[src/rtl/instr_fetch.sv]
`default_nettype none
// ============================================================================
// Module   : instr_fetch
// Purpose  : 6502 fetch unit. Loads the reset vector, fetches opcode plus
//            operands, and presents them to the decoder until it is done.
// Revision : 1.0  initial release
// ============================================================================

module instr_fetch #(
    parameter int                    REG_WIDTH    = 8,
    parameter int                    ADDR_WIDTH   = 16,
    parameter logic [ADDR_WIDTH-1:0] RESET_VECTOR = 16'hFFFC
) (
    input  logic                  clk,
    input  logic                  reset_n,
    input  logic                  pc_load,
    input  logic [ADDR_WIDTH-1:0] pc_load_value,
    output logic [ADDR_WIDTH-1:0] mem_addr,
    output logic                  mem_rd,
    input  logic [REG_WIDTH-1:0]  mem_rdata,
    input  logic                  mem_valid,
    output logic [REG_WIDTH-1:0]  instruction_out,
    output logic [ADDR_WIDTH-1:0] operand_addr,
    output logic                  instruction_ready,
    input  logic                  instruction_done,
    output logic [ADDR_WIDTH-1:0] pc
);

    typedef enum logic [2:0] {
        ST_VEC_LO = 3'd0,
        ST_VEC_HI = 3'd1,
        ST_OP     = 3'd2,
        ST_OPR_LO = 3'd3,
        ST_OPR_HI = 3'd4,
        ST_ISSUE  = 3'd5,
        ST_WAIT   = 3'd6,
        ST_GAP    = 3'd7
    } state_t;

    localparam logic [ADDR_WIDTH-1:0] c_vec_hi = RESET_VECTOR + ADDR_WIDTH'(1);

    state_t                  r_state,    w_state_nxt;
    logic [ADDR_WIDTH-1:0]   r_pc,       w_pc_nxt;
    logic [ADDR_WIDTH-1:0]   r_mem_addr, w_mem_addr_nxt;
    logic                    r_mem_rd,   w_mem_rd_nxt;
    logic [REG_WIDTH-1:0]    r_instr,    w_instr_nxt;
    logic [ADDR_WIDTH-1:0]   r_operand,  w_operand_nxt;
    logic                    r_ready,    w_ready_nxt;
    logic [1:0]              r_len,      w_len_nxt;
    logic [REG_WIDTH-1:0]    r_lo,       w_lo_nxt;
    logic [REG_WIDTH-1:0]    r_hi,       w_hi_nxt;

    logic [1:0]              w_len_op;
    logic [ADDR_WIDTH-1:0]   w_pc_inc;

    // Operand byte count from the 6502 aaabbbcc opcode layout.
    function automatic logic [1:0] f_len(input logic [REG_WIDTH-1:0] op);
        logic [1:0] cc;
        logic [2:0] bbb;
        logic [1:0] len;
        cc  = op[1:0];
        bbb = op[4:2];
        len = 2'd0;
        case (cc)
            2'b01: begin
                if (bbb == 3'b011 || bbb == 3'b110 || bbb == 3'b111)
                    len = 2'd2;
                else
                    len = 2'd1;
            end
            2'b11: len = 2'd0;
            default: begin
                case (bbb)
                    3'b001, 3'b101: len = 2'd1;
                    3'b011, 3'b111: len = 2'd2;
                    3'b010, 3'b110: len = 2'd0;
                    3'b000: begin
                        if (cc == 2'b10)
                            len = 2'd1;
                        else if (op[7:0] == 8'h20)
                            len = 2'd2;
                        else if (op[7:0] == 8'h00 || op[7:0] == 8'h40 || op[7:0] == 8'h60)
                            len = 2'd0;
                        else
                            len = 2'd1;
                    end
                    3'b100:  len = (cc == 2'b00) ? 2'd1 : 2'd0;
                    default: len = 2'd0;
                endcase
            end
        endcase
        return len;
    endfunction

    assign w_len_op = f_len(mem_rdata);
    assign w_pc_inc = r_pc + ADDR_WIDTH'(1);

    always_comb begin
        w_state_nxt    = r_state;
        w_pc_nxt       = r_pc;
        w_mem_addr_nxt = r_mem_addr;
        w_mem_rd_nxt   = r_mem_rd;
        w_instr_nxt    = r_instr;
        w_operand_nxt  = r_operand;
        w_ready_nxt    = r_ready;
        w_len_nxt      = r_len;
        w_lo_nxt       = r_lo;
        w_hi_nxt       = r_hi;

        case (r_state)
            ST_VEC_LO: begin
                if (!r_mem_rd) begin
                    w_mem_rd_nxt   = 1'b1;
                    w_mem_addr_nxt = RESET_VECTOR;
                end else if (mem_valid) begin
                    w_lo_nxt       = mem_rdata;
                    w_mem_addr_nxt = c_vec_hi;
                    w_state_nxt    = ST_VEC_HI;
                end
            end

            ST_VEC_HI: begin
                if (mem_valid) begin
                    w_pc_nxt       = {mem_rdata, r_lo};
                    w_mem_addr_nxt = {mem_rdata, r_lo};
                    w_state_nxt    = ST_OP;
                end
            end

            ST_OP, ST_OPR_LO, ST_OPR_HI, ST_ISSUE: begin
                // A redirect drops the fetch in progress; a late mem_valid is never looked at.
                if (pc_load) begin
                    w_mem_rd_nxt = 1'b0;
                    w_pc_nxt     = pc_load_value;
                    w_state_nxt  = ST_GAP;
                end else if (r_state == ST_ISSUE) begin
                    case (r_len)
                        2'd1:    w_operand_nxt = {{(ADDR_WIDTH-REG_WIDTH){1'b0}}, r_lo};
                        2'd2:    w_operand_nxt = {r_hi, r_lo};
                        default: w_operand_nxt = '0;
                    endcase
                    w_ready_nxt = 1'b1;
                    w_state_nxt = ST_WAIT;
                end else if (mem_valid) begin
                    w_pc_nxt       = w_pc_inc;
                    w_mem_addr_nxt = w_pc_inc;
                    if (r_state == ST_OP) begin
                        w_instr_nxt = mem_rdata;
                        w_len_nxt   = w_len_op;
                        if (w_len_op != 2'd0) begin
                            w_state_nxt = ST_OPR_LO;
                        end else begin
                            w_mem_rd_nxt = 1'b0;
                            w_state_nxt  = ST_ISSUE;
                        end
                    end else if (r_state == ST_OPR_LO) begin
                        w_lo_nxt = mem_rdata;
                        if (r_len == 2'd2) begin
                            w_state_nxt = ST_OPR_HI;
                        end else begin
                            w_mem_rd_nxt = 1'b0;
                            w_state_nxt  = ST_ISSUE;
                        end
                    end else begin
                        w_hi_nxt     = mem_rdata;
                        w_mem_rd_nxt = 1'b0;
                        w_state_nxt  = ST_ISSUE;
                    end
                end
            end

            ST_WAIT: begin
                if (pc_load)
                    w_pc_nxt = pc_load_value;
                if (instruction_done) begin
                    w_ready_nxt = 1'b0;
                    w_state_nxt = ST_GAP;
                end
            end

            // One idle cycle with ready low so the decoder sees a fresh rising edge.
            ST_GAP: begin
                w_mem_rd_nxt   = 1'b1;
                w_mem_addr_nxt = pc_load ? pc_load_value : r_pc;
                if (pc_load)
                    w_pc_nxt = pc_load_value;
                w_state_nxt = ST_OP;
            end

            default: w_state_nxt = ST_VEC_LO;
        endcase
    end

    always_ff @(posedge clk or negedge reset_n) begin
        if (!reset_n) begin
            r_state    <= ST_VEC_LO;
            r_pc       <= '0;
            r_mem_addr <= '0;
            r_mem_rd   <= 1'b0;
            r_instr    <= '0;
            r_operand  <= '0;
            r_ready    <= 1'b0;
            r_len      <= 2'd0;
            r_lo       <= '0;
            r_hi       <= '0;
        end else begin
            r_state    <= w_state_nxt;
            r_pc       <= w_pc_nxt;
            r_mem_addr <= w_mem_addr_nxt;
            r_mem_rd   <= w_mem_rd_nxt;
            r_instr    <= w_instr_nxt;
            r_operand  <= w_operand_nxt;
            r_ready    <= w_ready_nxt;
            r_len      <= w_len_nxt;
            r_lo       <= w_lo_nxt;
            r_hi       <= w_hi_nxt;
        end
    end

    assign mem_addr          = r_mem_addr;
    assign mem_rd            = r_mem_rd;
    assign instruction_out   = r_instr;
    assign operand_addr      = r_operand;
    assign instruction_ready = r_ready;
    assign pc                = r_pc;

endmodule

`default_nettype wire

[config.mk]
export PLATFORM = sky130hd
export DESIGN_NAME = instr_fetch
export DESIGN_NICKNAME = d
export VERILOG_FILES = /design/src/rtl/instr_fetch.sv
export SDC_FILE = /design/constraint.sdc
export NUM_CORES = 1
export LEC_CHECK = 0
export ABC_AREA = 1
export CAP_MARGIN = 20
export CELL_PAD_IN_SITES_DETAIL_PLACEMENT = 0
export CELL_PAD_IN_SITES_GLOBAL_PLACEMENT = 1
export CORE_AREA = 10 10 136 138
export DETAILED_ROUTE_END_ITERATION = 8
export DIE_AREA = 0 0 146 148
export PLACE_DENSITY = 0.64
export SLEW_MARGIN = 20
export SYNTH_ARGS = -nofsm -noshare
export SYNTH_HDL_FRONTEND = slang
export SYNTH_SLANG_ARGS = --single-unit
[constraint.sdc]
create_clock -name clk -period 2.7 [get_ports clk]
set_input_delay 0.405 -clock clk [delete_from_list [all_inputs] [get_ports clk]]
set_output_delay 0.405 -clock clk [all_outputs]
set_load 0.02 [all_outputs]
# [Word level (Yosys, flattened, before mapping)]
# Index checks and enable logic that the tools add are counted.
[word_totals] word_cells=132 in_bits=29 ff_bits=79 output_inout_bits=58
[op_classes] n_reduce_logical=29 n_addsub=1 bitwise=4 mux=50 n_eq_ne=38
[ops] op="$mux W16" n=8
[ops] op="$pmux W16 S4" n=1
[ops] op="$mux W8" n=7
[ops] op="$pmux W16 S3" n=1
[ops] op="$pmux W16 S2" n=1
[ops] op="$mux W3" n=10
[ops] op="$eq A3 B3 Y1 const B" n=8
[ops] op="$ne A2 B2 Y1 const B" n=10
[ops] op="$add A16 B1 Y16 const B" n=1
[ops] op="$eq A8 B7 Y1 const B" n=2
[ops] op="$pmux W8 S2" n=1
[ops] op="$pmux W3 S5" n=1
[ops] op="$reduce_and A5 Y1" n=3
[ops] op="$mux W1" n=13
[ops] op="$eq A3 B2 Y1 const B" n=4
[ops] op="$reduce_and A6 Y1" n=2
[ops] op="$pmux W2 S5" n=1
[ops] op="$reduce_or A2 Y1" n=5
[ops] op="$ne A3 B3 Y1 const B" n=3
[ops] op="$eq A8 B6 Y1 const B" n=1
[ops] op="$logic_not A8 Y1" n=1
[ops] op="$ne A4 B4 Y1 const B" n=2
[ops] op="$reduce_and A4 Y1" n=2
[ops] op="$reduce_and A8 Y1" n=1
[ops] op="16 further kinds" n=33

# [Longest topological paths before layout]
# Gate-level depths: netlist (run 1).
[depth] ltp_word=15 mapped_depth=13 ltp_nobuf=13

# [Least setup slack after synthesis (run 1)]
# Ideal clock, no wire load.
[synth_path] kind="register to register" from="reg r_state[1]" to="reg r_mem_addr[11], in the netlist mem_addr[11]" setup_ns=0.119 path_stages_with_launch=12 synth_period_minus_slack_ns=1.915 setup_slack_ns=0.785 path_buffers=0 t_required_ns=2.581 arrival_time_ns=1.796 cell_sequence="dfrtp_1 inv_2 ha_1 inv_2 o21ai_0 nor2_1 nand2_1 nor2_2 nand2_4 nor2_8 nand4_1 o21a_1"
[synth_via] elab_chain_cells=4 word_cells_on_any_way=16 cone_classes="eq/ne (11); mux (1); reduce/logical (4)"
[synth_rtl] element="from (decl)" line_no="42" source="state_t r_state, w_state_nxt;"
[synth_rtl] element="from (signal assigned)" line_no="207" source="r_state <= w_state_nxt;"
[synth_rtl] element="$eq A3 B3 Y1 (tied with other cells)" line_no="110, 136"
[synth_rtl] element="$reduce_or A4 Y1" line_no="110" source="case (r_state)"
[synth_rtl] element="$reduce_bool A4 Y1 (no source line) or $ne A2 B2 Y1 (tied branches)"
[synth_rtl] element="$reduce_and A6 Y1 (no source line)"
[synth_rtl] element="to (signal assigned)" line_no="209" source="r_mem_addr <= w_mem_addr_nxt;"
[synth_rtl] element="to (decl)" line_no="44" source="logic [ADDR_WIDTH-1:0] r_mem_addr, w_mem_addr_nxt;"
# Parallel ways exist; a longest one is shown, timed or not.
# A chain may end at the register's enable or synchronous reset.

# [Final worst setup path (run 1)]
[layout_path] from="reg r_state[1]" to="reg r_lo[4]"
[layout_via] elab_chain_cells=4 word_cells_on_any_way=16 cone_classes="eq/ne (11); mux (1); reduce/logical (4)"
[layout_rtl] element="$eq A3 B3 Y1 (tied with other cells)" line_no="110, 136"
[layout_rtl] element="$reduce_or A4 Y1" line_no="110"
[layout_rtl] element="$ne A2 B2 Y1 (no source line) or $reduce_bool A2 Y1 (tied branches)"
[layout_rtl] element="$reduce_and A8 Y1 (no source line)"
[layout_rtl] element="to (signal assigned)" line_no="215" source="r_lo <= w_lo_nxt;"
[layout_rtl] element="to (decl)" line_no="50" source="logic [REG_WIDTH-1:0] r_lo, w_lo_nxt;"
# Parallel ways exist; a longest one is shown, timed or not.

==> impl_metrics.ini, run 1 <==
[timing]
setup_tns_ns = 0
fmax_mhz = 427.2
slew_headroom_pct = 47.03
fin_crit_sh_pct = 86.69
fin_crit_ns = 2.341
rsz0062_at_grt = false
worst_pin_slew_ns = 0.7922
setup_viol = 0
skew_ns = 0.009109
slew_viol_final = 0
hold_violations = 0

[synth]
synth_seq_cells = 79
synthFlopType = dfrtp_1
synth_area_per_cell_um2 = 7.513
synth_edf_count = 0
syn_area_um2 = 4666
synth.distinct_cells = 44
seq_area_frac_synth_pct = 42.37
yosysWarningCount = 0
synth_cells = 621
synthArstFlopShare_pct = 100.0
syn_nets = 656

[worst_setup_path]
r2r.worst_path.cells = 8
rrSetupSlack_ns = 0.36
start_kind = flop
arrival_ns = 2.55
r2r-start = r_state[1]
r2r-end = r_lo[4]
path_class = flop to flop
cp_max_fo = 16
crit_path_end_kind = flop
crit_required_ns = 2.90

[die]
die_w_um = 146
coreArea_um2 = 15710
io_pins = 87
die_h_um = 148
start_util_pct = 29.69
die_area_um2 = 21610
rows = 46

[finish]
final_cell_mix = nand2_1, clkdlybuf4s50_1, dfrtp_1
n_antenna_cell = 0
fin_cells = 933
final_layout_size_suffix_gt1_share_pct = 10.74
area_growth_pct = 31.35
nets = 747
mostFrequentLayoutCell = nand2_1

[run]
drv_cap = 0

[routing]
drc_errors = 0
via_count = 4572
avgRoutedWirePerCell_um = 18.32
drt_iter0_drc = 307
dr.pass1.iters = 6
routed_wl_mm = 17.09
antenna_left = 0
vias_per_cell = 4.900

[global_routing]
grt_pass1_wl_mm = 26.92
grt_pass1_vias = 4635
grt_max_degree = 49
antenna_found_initial = 0
grt.overflow.total = 0
grtUsageTotal_pct = 15.75

[cts]
cts_hold_buf = 0
cts_setup_buffers = 0
cts_tree = built
cts-root-buf = clkbuf_16
clk_pin_slew_ns = 0.07
clock_latency_ns = 0.34
cts.path.max_buffers = 2
cts_buffers = 9
cts-resized-gates = 0
cts.sinks = 79
cts_max_level = 3

[worst_hold_path]
hold_path.class = input port to async pin

[run_status]
outcome = completed

[placed_design]
gp_congestion = 0.9280
placed_cells = 917
io_buffers = 86
hpwl_mm = 12.98

[pwr]
power_density_nw_per_um2 = 1461
p_leak_nw = 2.809
peakVddDrop_v = 0.0004526
==> cells in the mapped netlist (2+ instances only) <==
master,count,area [µm²]
nand2_1,197,739.5
dfrtp_1,79,1977
o21ai_0,66,330.3
inv_1,50,187.7
nor2_1,41,153.9
nand3_1,31,155.2
a21oi_1,24,120.1
nor3_1,13,65.06
nand4_1,11,68.82
clkbuf_1,10,37.54
inv_2,10,37.54
o21ai_2,8,70.07
ha_1,6,75.07
o22ai_1,6,37.54
or2_2,6,37.54
a2bb2oi_2,5,75.07
buf_2,5,25.02
o21a_1,5,37.54
buf_6,4,45.04
o21ai_1,4,20.02
a21oi_2,3,26.28
a2bb2oi_1,3,26.28
a32oi_1,3,26.28
nand3b_1,3,22.52
nor2_2,3,18.77
a22oi_1,2,15.01
buf_1,2,7.510
nand2_2,2,12.51
nand2_4,2,22.52
o211a_1,2,20.02
o221ai_1,2,17.52
==> worst max path at each step <==
stage	start	end	slack (ns)	cells past startpoint
after floorplan	r_state[1]	mem_addr[11]	0.78	11
after global placement	pc_load	mem_addr[13]	0.38	10
after detailed placement	pc_load	r_lo[4]	0.36	8
after CTS	r_state[1]	r_lo[4]	0.36	8
after global routing	r_state[2]	r_lo[3]	0.16	8
final	r_state[1]	r_lo[4]	0.36	8
==> routing by layer <==
layer / vias to the layer above / track usage [%] / part of all wire (%)
li1: 2231 / - / -
met1: 2177 / 20.54 / 47
met2: 140 / 25.14 / 47
met3: 24 / 3.144 / 4.7
met4: 0 / 6.106 / 2.1
met5: - / 0 / 0
==> sequential cells by signal, indices dropped and copies added, names as in the netlist <==
register / flops
pc: 16
r_hi: 8
instruction_out: 8
operand_addr: 16
mem_addr: 16
r_len: 2
instruction_ready: 1
r_lo: 8
mem_rd: 1
r_state: 3
==> kinds of logic (layout without fill, tap and decap cells) <==
family,Yosys count,in the layout,synth area share (%)
AOI/OAI and AO/OA,140,140,19.09
adders and majority gates,6,6,1.609
buffers and inverters,83,179,7.965
DFF,79,79,42.37
and+or+nand+nor,313,313,28.96
==> area by class of cell <==
type,count,area [µm²]
clock inverter,5,81.33
timing repair buffer,102,1003
fill,1679,9584
clock buffer,11,242.7
multi-input combinational,459,2317
tap,216,270.3
sequential,79,1977
inverter,61,236.5
==> power breakdown <==
part / internal, mW / total, mW / switching [mW]
sequential: 1.76 / 2.30 / 0.539
combinational: 2.05 / 5.30 / 3.25
clock: 0.837 / 1.36 / 0.525
==> worst max-delay path, cell delays in order, from the launching register on <==
cell and delay (ns):
dfrtp_1 0.47, inv_2 0.11, ha_1 0.40, inv_2 0.17, o21ai_0 0.14, nor3_1 0.26
o211ai_2 0.38, nand2_1 0.20, o21ai_2 0.07
==> metrics by stage <==
step / total power, mW / area [µm²] / hold WS [ns] / setup WS (ns) / util (%)
2_1_floorplan: 5.674 / 4666 / 0.1094 / 0.7849 / -
3_3_place_gp: 7.592 / 5804 / 0.4650 / 0.3821 / 36.94
3_5_place_dp: 7.633 / 5804 / 0.4734 / 0.3616 / 36.94
4_1_cts: 9.040 / 6128 / 0.1220 / 0.3580 / 39.00
5_1_grt: 9.691 / 6128 / 0.1506 / 0.1628 / 39.00
6_report: 8.956 / 6128 / 0.09974 / 0.3594 / 39.00
No activity file was read; power rests on OpenSTA's default activity.
==> inputs of run 2 (changes only) <==
Clock period 2.7 ns to 2.2 ns, I/O delays scaled along.
==> impl_metrics.ini, run 2 (synthesis gave the netlist of run 1 again) <==
[cts]
cts_max_level = 3
cts-root-buf = clkbuf_16
clock_latency_ns = 0.35
cts_tree = built
cts_buffers = 9
clk_pin_slew_ns = 0.06
cts.sinks = 79
cts.path.max_buffers = 2

[timing]
worst_pin_slew_ns = 0.4284
fin_crit_ns = 2.034
fmax_mhz = 491.7
fin_ws_ns = 0.1661
hold_violations = 0
slew_viol_final = 0
slew_headroom_pct = 71.22
rsz0062_at_grt = false
setup_tns_ns = 0
fin_crit_sh_pct = 92.45
setup_viol = 0
skew_ns = 0.005657

[finish]
fin_area_um2 = 6315
nets = 773
multi_input_area_um2 = 2322
seqCellArea_um2 = 1977
final_layout_size_suffix_gt1_share_pct = 14.00
area_growth_pct = 35.34
final_cell_mix = nand2_1, clkdlybuf4s50_1, dfrtp_1
n_fill_cell = 1653
mostFrequentLayoutCell = nand2_1
fin_cells = 959
n_antenna_cell = 0

[routing]
vias_per_cell = 4.813
routed_wl_mm = 16.93
antenna_left = 0
dr.pass1.iters = 5
avgRoutedWirePerCell_um = 17.65
via_count = 4616
drc_errors = 0
drt_iter0_drc = 343

[worst_setup_path]
start_kind = flop
arrival_ns = 2.32
cp_max_fo = 6
path_class = flop to flop
crit_required_ns = 2.49
crit_path_end_kind = flop

[global_routing]
antenna_found_initial = 0
grtUsageTotal_pct = 15.84
grt.overflow.total = 0
grt_pass1_vias = 4787
grt_max_degree = 57
grt_pass1_wl_mm = 27.10

[die]
rows = 46
io_pins = 87
die_h_um = 148
die_w_um = 146
start_util_pct = 29.69
die_area_um2 = 21610
coreArea_um2 = 15710

[pwr]
power_density_nw_per_um2 = 1777
p_leak_nw = 2.927
peakVddDrop_v = 0.0006662

[placed_design]
io_buffers = 86
hpwl_mm = 12.90
postPlaceCellArea_um2 = 5969
placed_cells = 939
dp_worst_setup_slack_ns = 0.06624
gp_congestion = 0.9216

[run_status]
outcome = completed

[run]
drv_cap = 0

[worst_hold_path]
hold_path.class = input port to async pin
-- run 2: what timing repair did --
item,CTS,global route
buffers inserted,0,3
endpoints found under the setup margin,0,10
gates resized for setup,0,5
hold buffers,1,0
endpoints found under the hold margin,23,0
-- run 2: metal layers --
metal / track usage, % / vias to the layer above / part of all wire, %
met2: 25.87 / 136 / 46
met5: 0 / - / 0
met4: 5.255 / 0 / 1.6
met1: 20.18 / 2169 / 46
li1: - / 2292 / -
met3: 3.724 / 19 / 6.1
-- run 2: area by class of cell --
type	instances	share of cell area (%)
clock buffer	11	3.844
clock inverter	5	0.9114
inverter	61	3.864
timing repair buffer	128	19.02
multi-input combinational	459	36.77
sequential	79	31.31
tap	216	4.280
-- run 2: path summary, 6_finish.rpt --
kind	start	endpoint	slack, ns	cells after the start
min in group clk	operand_addr[13]	operand_addr[13]	0.48	2
hold / removal	reset_n	pc[10]	0.46	2
max in group asynchronous	reset_n	operand_addr[9]	1.12	3
setup / recovery	pc[0]	pc[12]	0.17	13
setup reg to reg	pc[0]	pc[12]	0.17	13
hold reg to reg	operand_addr[13]	operand_addr[13]	0.48	2
-- run 2: power breakdown --
part	internal (mW)	total [mW]	leakage, nW	switching [mW]
clock network	0.911	1.54	0.149	0.631
logic	2.80	6.90	1.80	4.10
registers	2.16	2.79	0.978	0.625
total	5.87	11.2	2.93	5.35
-- run 2: metrics by stage --
| step | hold WS, ns | total power [mW] | utilization (%) |
|---|---|---|---|
| after floorplan | 0.03441 | 6.964 | - |
| after global placement | 0.2815 | 9.560 | 37.99 |
| after detailed placement | 0.2914 | 9.612 | 37.99 |
| after CTS | 0.4721 | 11.19 | 39.97 |
| after global routing | 0.5038 | 12.19 | 40.19 |
| final | 0.4649 | 11.22 | 40.19 |
-- run 2: critical path, cell delays in order, from the launching register on --
cell and delay (ns):
dfrtp_1 0.48, ha_1 0.23, inv_1 0.05, nor2_1 0.15
nand2_1 0.13, inv_1 0.13, nand2_1 0.11, o21ai_0 0.16
nand3_1 0.16, nand2_1 0.10, nand2_1 0.05, nand2_1 0.10
nand2_1 0.06, nand2_1 0.05
==> inputs of run 3 (changes only) <==
==> constraint.sdc (replaced) <==
create_clock -name clk -period 2.2 [get_ports clk]
set_input_delay 0.55 -clock clk [delete_from_list [all_inputs] [get_ports clk]]
set_output_delay 0.55 -clock clk [all_outputs]
set_load 0.02 [all_outputs]
==> impl_metrics.ini, run 3 (synthesis gave the netlist of run 1 again) <==
[run_status]
outcome = completed

[worst_setup_path]
arrival_ns = 1.56
cp_slowest_cell = clkdlybuf4s50_1
cp_cell_sequence = buf_4, clkdlybuf4s50_1
crit_required_ns = 1.65
slowest_delay_ns = 0.60
cp_max_fo = 5
start_kind = flop
crit_path_end_kind = primary output
rrSetupSlack_ns = 0.19
path_class = flop to primary output

[routing]
via_count = 4733
drc_errors = 0
avgRoutedWirePerCell_um = 17.60
routed_wl_mm = 17.13
dr.pass1.iters = 6
antenna_left = 0
vias_per_cell = 4.864
drt_iter0_drc = 432

[timing]
hold_violations = 0
worst_pin_slew_ns = 0.4791
setup_viol = 0
slew_headroom_pct = 68.06
fin_ws_ns = 0.09024
fin_crit_ns = 2.110
setup_tns_ns = 0
fin_crit_sh_pct = 95.90
fmax_mhz = 474.0
rsz0062_at_grt = false
slew_viol_final = 0
skew_ns = 0.006330

[cts]
cts_setup_buffers = 0
cts-resized-gates = 0
cts-root-buf = clkbuf_16
cts_tree = built
cts_buffers = 9
cts.sinks = 79
cts_hold_buf = 0
cts_max_level = 3
cts.path.max_buffers = 2
clk_pin_slew_ns = 0.06
clock_latency_ns = 0.35

[placed_design]
io_buffers = 86
dp_worst_setup_slack_ns = -0.07397
hpwl_mm = 12.93
gp_congestion = 0.9134
placed_cells = 957

[global_routing]
grtUsageTotal_pct = 15.91
antenna_found_initial = 0
grt.overflow.total = 0
grt_pass1_wl_mm = 27.19
grt_pass1_vias = 4765
grt_max_degree = 53

[finish]
final_layout_size_suffix_gt1_share_pct = 15.98
area_growth_pct = 38.48
n_antenna_cell = 0
fin_util_pct = 41.12
final_cell_mix = nand2_1, clkdlybuf4s50_1, dfrtp_1
fin_cells = 973
mostFrequentLayoutCell = nand2_1
nets = 787

[die]
die_w_um = 146
coreArea_um2 = 15710
die_area_um2 = 21610
die_h_um = 148
start_util_pct = 29.69
rows = 46
io_pins = 87

[pwr]
p_leak_nw = 3.009
finalPower_mw = 11.58
power_density_nw_per_um2 = 1792
peakVddDrop_v = 0.0006014

[worst_hold_path]
hold_path.class = input port to async pin

[run]
drv_cap = 0
[run 3: through the flow]
stage | hold slack [ns] | area, µm²
after CTS | 0.1728 | 6454
final | 0.1608 | 6461
after detailed placement | 0.4734 | 6130
after global routing | 0.1830 | 6461
after global placement | 0.4647 | 6130
after floorplan | 0.2544 | 4666
[run 3: final timing paths]
check,cells past startpoint,start,endpoint
max in group asynchronous,2,reset_n,operand_addr[8]
max,2,pc[6],pc[6]
min reg2reg,2,operand_addr[9],operand_addr[9]
max reg2reg,12,r_state[1],mem_addr[9]
min in group clk,2,operand_addr[9],operand_addr[9]
min,1,reset_n,operand_addr[1]
[run 3: power by group]
part	total, mW	leakage [nW]	switching, mW	internal [mW]
sequential	2.78	0.975	0.614	2.16
clock	1.67	0.156	0.642	1.03
combinational	7.13	1.88	4.13	3.00
total	11.6	3.01	5.38	6.19
[run 3: per-layer routing]
metal  wire length [µm]  track usage [%]  share of wire (%)  vias up
met3               1129            3.480                6.6       21
met1               7860            20.64                 46     2222
li1                   -                -                  -     2319
met2               7781            25.43                 45      171
met5                  0                0                  0        -
met4                357            5.906                2.1        0
[run 3: final cells by class]
cell class,instances,area (µm²)
multi-input cells,459,2322
clock buffers,11,242.7
repair buffers,142,1329
inverters,61,236.5
flip-flops and latches,79,1979
fillers,1636,9251
well taps,216,270.3
clock inverters,5,81.33
[run 3: critical path, delay by kind of cell (launching register included)]
kind / cells / cell delay [ns]
buf+inv: 2 / 0.76
flops: 1 / 0.46
